--- src/rtl/fetch_unit.sv ---
// Instruction-fetch stage: owns the PC, issues instruction reads and holds the
// fetched word on instr while the decoder works on it.
module fetch_unit #(
   parameter logic [15:0] RESET_PC   = 16'h0000,
   parameter int unsigned WAIT_LIMIT = 15
) (
   input  logic        clk,
   input  logic        reset,
   input  logic        pc_en,
   input  logic        pc_mux_ctrl,
   input  logic        pc_load,
   input  logic [15:0] disp,
   input  logic [15:0] jump_target,
   input  logic        ls_ctrl,
   input  logic [15:0] ls_addr,
   input  logic        ir_en,
   input  logic [15:0] mem_rdata,
   input  logic        mem_ready,
   output logic        mem_req,
   output logic [15:0] mem_addr,
   output logic [15:0] pc,
   output logic [15:0] instr,
   output logic [15:0] ir_reg,
   output logic        instr_valid,
   output logic [15:0] instr_count,
   output logic        seq_err,
   output logic        fetch_timeout
);

   typedef enum logic [1:0] {
      BOOT  = 2'd0,
      FETCH = 2'd1,
      HOLD  = 2'd2
   } state_t;

   localparam logic [7:0] LP_WAIT_LIMIT = WAIT_LIMIT[7:0];

   state_t      r_state;
   logic [15:0] r_pc;
   logic [15:0] r_instr;
   logic [15:0] r_ir;
   logic [15:0] r_instr_count;
   logic [7:0]  r_wait;
   logic        r_seq_err;
   logic        r_timeout;

   logic [15:0] w_next_pc;
   logic [7:0]  w_wait_inc;

   // Next-PC selection: register jump beats branch displacement beats increment.
   always_comb begin
      w_next_pc = r_pc + 16'd1;
      if (pc_load) begin
         w_next_pc = jump_target;
      end else if (pc_mux_ctrl) begin
         w_next_pc = r_pc + disp;
      end else begin
         w_next_pc = r_pc + 16'd1;
      end
   end

   // Memory wait counter saturates so a stuck memory never wraps it back below the limit.
   always_comb begin
      if (r_wait == 8'hFF) begin
         w_wait_inc = 8'hFF;
      end else begin
         w_wait_inc = r_wait + 8'd1;
      end
   end

   // Fetch FSM with PC, instruction hold, IR capture and sticky error flags.
   always_ff @(posedge clk or posedge reset) begin
      if (reset) begin
         r_state       <= BOOT;
         r_pc          <= RESET_PC;
         r_instr       <= 16'h0000;
         r_ir          <= 16'h0000;
         r_instr_count <= 16'h0000;
         r_wait        <= 8'd0;
         r_seq_err     <= 1'b0;
         r_timeout     <= 1'b0;
      end else begin
         case (r_state)
            BOOT: begin
               // Any response arriving here belongs to an aborted fetch and is dropped.
               if (pc_en) begin
                  r_seq_err <= 1'b1;
               end
               r_state <= FETCH;
            end
            FETCH: begin
               if (pc_en) begin
                  r_seq_err <= 1'b1;
               end
               if (mem_ready) begin
                  r_instr <= mem_rdata;
                  r_state <= HOLD;
               end else begin
                  r_wait <= w_wait_inc;
                  if (w_wait_inc >= LP_WAIT_LIMIT) begin
                     r_timeout <= 1'b1;
                  end
               end
            end
            HOLD: begin
               if (ir_en) begin
                  r_ir <= r_instr;
               end
               if (pc_en) begin
                  r_pc          <= w_next_pc;
                  r_instr_count <= r_instr_count + 16'd1;
                  r_wait        <= 8'd0;
                  r_state       <= FETCH;
               end
            end
            default: begin
               r_state <= BOOT;
            end
         endcase
      end
   end

   assign mem_req       = (r_state == FETCH);
   assign instr_valid   = (r_state == HOLD);
   assign mem_addr      = ((r_state == HOLD) && ls_ctrl) ? ls_addr : r_pc;
   assign pc            = r_pc;
   assign instr         = r_instr;
   assign ir_reg        = r_ir;
   assign instr_count   = r_instr_count;
   assign seq_err       = r_seq_err;
   assign fetch_timeout = r_timeout;

endmodule

--- config.mk ---
export PLATFORM = sky130hd
export DESIGN_NAME = fetch_unit
export DESIGN_NICKNAME = d
export VERILOG_FILES = /design/src/rtl/fetch_unit.sv
export SDC_FILE = /design/constraint.sdc
export NUM_CORES = 1
export LEC_CHECK = 0
export CORE_ASPECT_RATIO = 2
export CORE_MARGIN = 1.5
export CORE_UTILIZATION = 41
export CTS_CLUSTER_SIZE = 28
export DETAILED_ROUTE_END_ITERATION = 6
export GPL_ROUTABILITY_DRIVEN = 0
export PLACE_DENSITY_LB_ADDON = 0.12
export SYNTH_ARGS = -nofsm -noshare
export SYNTH_HDL_FRONTEND = slang
export SYNTH_SLANG_ARGS = --single-unit
--- constraint.sdc ---
create_clock -name clk -period 2.3 [get_ports clk]
set_input_delay 0.23 -clock clk [delete_from_list [all_inputs] [get_ports clk]]
set_output_delay 0.23 -clock clk [all_outputs]
set_load 0.05 [all_outputs]
==> results.sh <==
export IMPL_dp_final_hpwl_um=9400
export IMPL_grt_met3_use_pct=3.91
export IMPL_drc=0
export IMPL_pin_count_of_the_biggest_net_entering_global_routing=41
export IMPL_outcome="complete, no violations"
export IMPL_netlist_top_cell_by_area="dfrtp_1"
export IMPL_most_common_cell_in_the_synthesized_netlist="dfrtp_1"
export IMPL_synth_seq_cells=76
export IMPL_synthCells=412
export IMPL_synth_async_reset_ratio_pct=100
export IMPL_post_route_period_util_pct=97.3
export IMPL_clock_sinks=76
export IMPL_antenna_cells_inserted=0
export IMPL_fp_dieW_um=75.1
export IMPL_cts_htree_levels=3
export IMPL_max_cap_viol_count=0
export IMPL_timing_final_ws_setup_ns=0.0631
export IMPL_postCtsHoldBufs=0
export IMPL_ys_dominant_reg_cell="dfrtp_1"
export IMPL_finish_instance_area_sq_mm=0.00691
export IMPL_grt_pass1_wl_um=19900
export IMPL_total_number_of_nets_in_the_final_design=709
export IMPL_ys_top_cells_by_area="dfrtp_1, mux2_2, ha_1"
export IMPL_synthDistinctLibCells=49
export IMPL_worst_setup_hold_path_clk_slew_ns=0.06
export IMPL_antenna_found_initial=0
export IMPL_drt_initial_drc_count=158
export IMPL_max_vdd_ir_drop_mv=1.05
export IMPL_routed_wire_length_per_instance_um=16.1
export IMPL_slowest_delay_ns=0.39
export IMPL_total_routing_usage_reported_by_global_routing_pct=23.2
export IMPL_synth_seq_area_share_pct=44.7
export IMPL_placedCellCount=742
export IMPL_ioPinCount=156
export IMPL_instances_no_fill=759
export IMPL_f_max_mhz=447
export IMPL_yosys_warnings=0
export IMPL_wirelength_um=12200
export IMPL_tritoncts="done"
export IMPL_floorplan_rows=52
export IMPL_power_per_cell_area_mw_per_mm2=1460
export IMPL_area_growth_syn_to_layout_pct=62.2
export IMPL_synth_edf_count=0
export IMPL_core_sq_mm=0.0101
export IMPL_clock_tree_buffer_depth=2
export IMPL_avgSynthCellArea_sq_um=10.3
export IMPL_worst_skew_pair_late_latency_ns=0.32
export IMPL_placement_setup_worst_slack_ns=-0.544
export IMPL_crit_path_max_delay_cell_type="clkdlybuf4s50_1"
export IMPL_final_hold_viol_count=0
export IMPL_clock_root_buffer="clkbuf_16"
export IMPL_grt_setup_unrepaired="true"
export IMPL_timing_hold_worst_class="input port to async pin"
export IMPL_grt_met1_usage_pct=23.8
export IMPL_die_area_sq_mm=0.0110
export IMPL_cts_made_buffers=9
export IMPL_worst_pin_slew_ns=0.538
export IMPL_finalMaxSlewViolations=0
export IMPL_start_util_pct=42.2
export IMPL_drt_pre_antenna_iters=4
export IMPL_max_slew_margin_rel_pct=64.0
export IMPL_drive_above_1_share_pct=25.0
export IMPL_globalRoute_totalOverflow=0
export IMPL_port_buffers=155
export IMPL_path_max_fanout=2
export IMPL_setup_violations=0
export IMPL_fin_skew_ns=0.00603
export IMPL_path_cells="clkdlybuf4s50_1 -> nand2b_1 -> ha_2 -> fa_2 -> a211oi_4 -> buf_4 -> o21bai_1 -> a21oi_2 -> xor2_1 -> o21ai_1 -> o21a_1"
export IMPL_finalWorstPathRequiredPeriod_ns=2.24
export IMPL_synth_cells_most_frequent="dfrtp_1, mux2_2, nand2_1"
export IMPL_cp_arrival_ns=2.45
export IMPL_startpoint_type="input port"
export IMPL_dieHeight_um=147
export IMPL_antenna_left=0
export IMPL_post_synth_instance_area_sq_mm=0.00426
export IMPL_layer_carrying_the_most_global_route_usage="met2"
export IMPL_via_count_of_the_first_global_routing_pass=4361
export IMPL_synth_fp_nets=502
export IMPL_placed_cell_area_sq_mm=0.00650
export IMPL_critical_path_endpoint_type="flip-flop"
export IMPL_total_power_mw=10.1
export IMPL_criticalPathCategory="input port to flip-flop"
export IMPL_synthDominantCellAreaShare_pct=44.7
export IMPL_grtUsageMet2_pct=43.8
export IMPL_required_ns=2.51
export IMPL_leakagePower_nw=3.02
export IMPL_summed_negative_setup_slack_over_all_endpoints_ns=0
export IMPL_routed_via_count=3918
export IMPL_route_detailed_vias_per_inst=5.16
[critical path, delay by kind of cell]
| family | cells | cell delay, ns |
|---|---|---|
| AOI/OAI and AO/OA | 5 | 0.77 |
| adders and majority gates | 2 | 0.58 |
| buffers and inverters | 2 | 0.55 |
| xor gates and xnor gates | 1 | 0.17 |
| and+or+nand+nor | 1 | 0.14 |
[layout by cell type (no fill, tap or decap), types with 15 or more instances in the layout]
master,n
clkdlybuf4s50_1,138
dfrtp_1,75
buf_4,57
mux2_2,48
nand2_1,32
a21oi_1,24
and2_1,19
nand3_1,19
buf_12,16
nor2_1,15
[metrics by stage]
step	hold WS (ns)	utilization, %
6_report	0.224	68.5
5_1_grt	0.258	68.5
4_1_cts	0.229	67.8
3_5_place_dp	0.448	64.4
3_3_place_gp	0.439	64.4
2_1_floorplan	0.316	-
[logic make-up after synthesis]
group	share of synthesized area (%)
and+or+nand+nor	16.9
AOI/OAI and AO/OA	11.4
DFF	44.7
muxes	15.0
buffers and inverters	2.17
xor gates and xnor gates	4.32
adders and majority gates	5.46
[where the power goes]
group | leakage, nW | switching, mW | internal [mW] | total [mW]
Sequential | 0.943 | 0.437 | 1.85 | 2.29
Clock | 0.146 | 0.570 | 0.880 | 1.45
Combinational | 1.93 | 3.65 | 2.71 | 6.36
Total | 3.02 | 4.65 | 5.45 | 10.1
[final cells by class]
class | instances | area, sq um
multi-input combinational | 313 | 2360
clock buffer | 10 | 239
clock inverter | 6 | 71.3
inverter | 7 | 27.5
tap | 135 | 169
sequential | 76 | 1900
timing repair buffer | 212 | 2140
fill | 790 | 3180
[path summary, 6_finish.rpt]
check | slack [ns] | endpoint | from | depth (start not counted)
setup / recovery | 0.06 | pc[6]$_DFFE_PP0P_ | disp[0] | 11
max in group asynchronous | 1.36 | ir_reg[13]$_DFFE_PP0P_ | reset | 3
min in group clk | 0.46 | seq_err$_DFFE_PP0P_ | seq_err$_DFFE_PP0P_ | 1
hold / removal | 0.22 | instr_count[15]$_DFFE_PP0P_ | reset | 2
hold reg to reg | 0.46 | seq_err$_DFFE_PP0P_ | seq_err$_DFFE_PP0P_ | 1
setup reg to reg | 0.09 | pc[6]$_DFFE_PP0P_ | pc[0]$_DFFE_PP0P_ | 9
[what timing repair did]
action / CTS / global route
pin swaps: 2 / 6
buffers inserted: 0 / 1
endpoints found under the setup margin: 10 / 10
gates resized for setup: 10 / 16
[per-layer routing]
layer / routed length [um] / part of all wire [%]
met1: 4270 / 35
met2: 7030 / 58
met3: 600 / 4.9
met4: 283 / 2.3
met5: 0 / 0
Note: power is estimated with default switching activity, not from simulation.
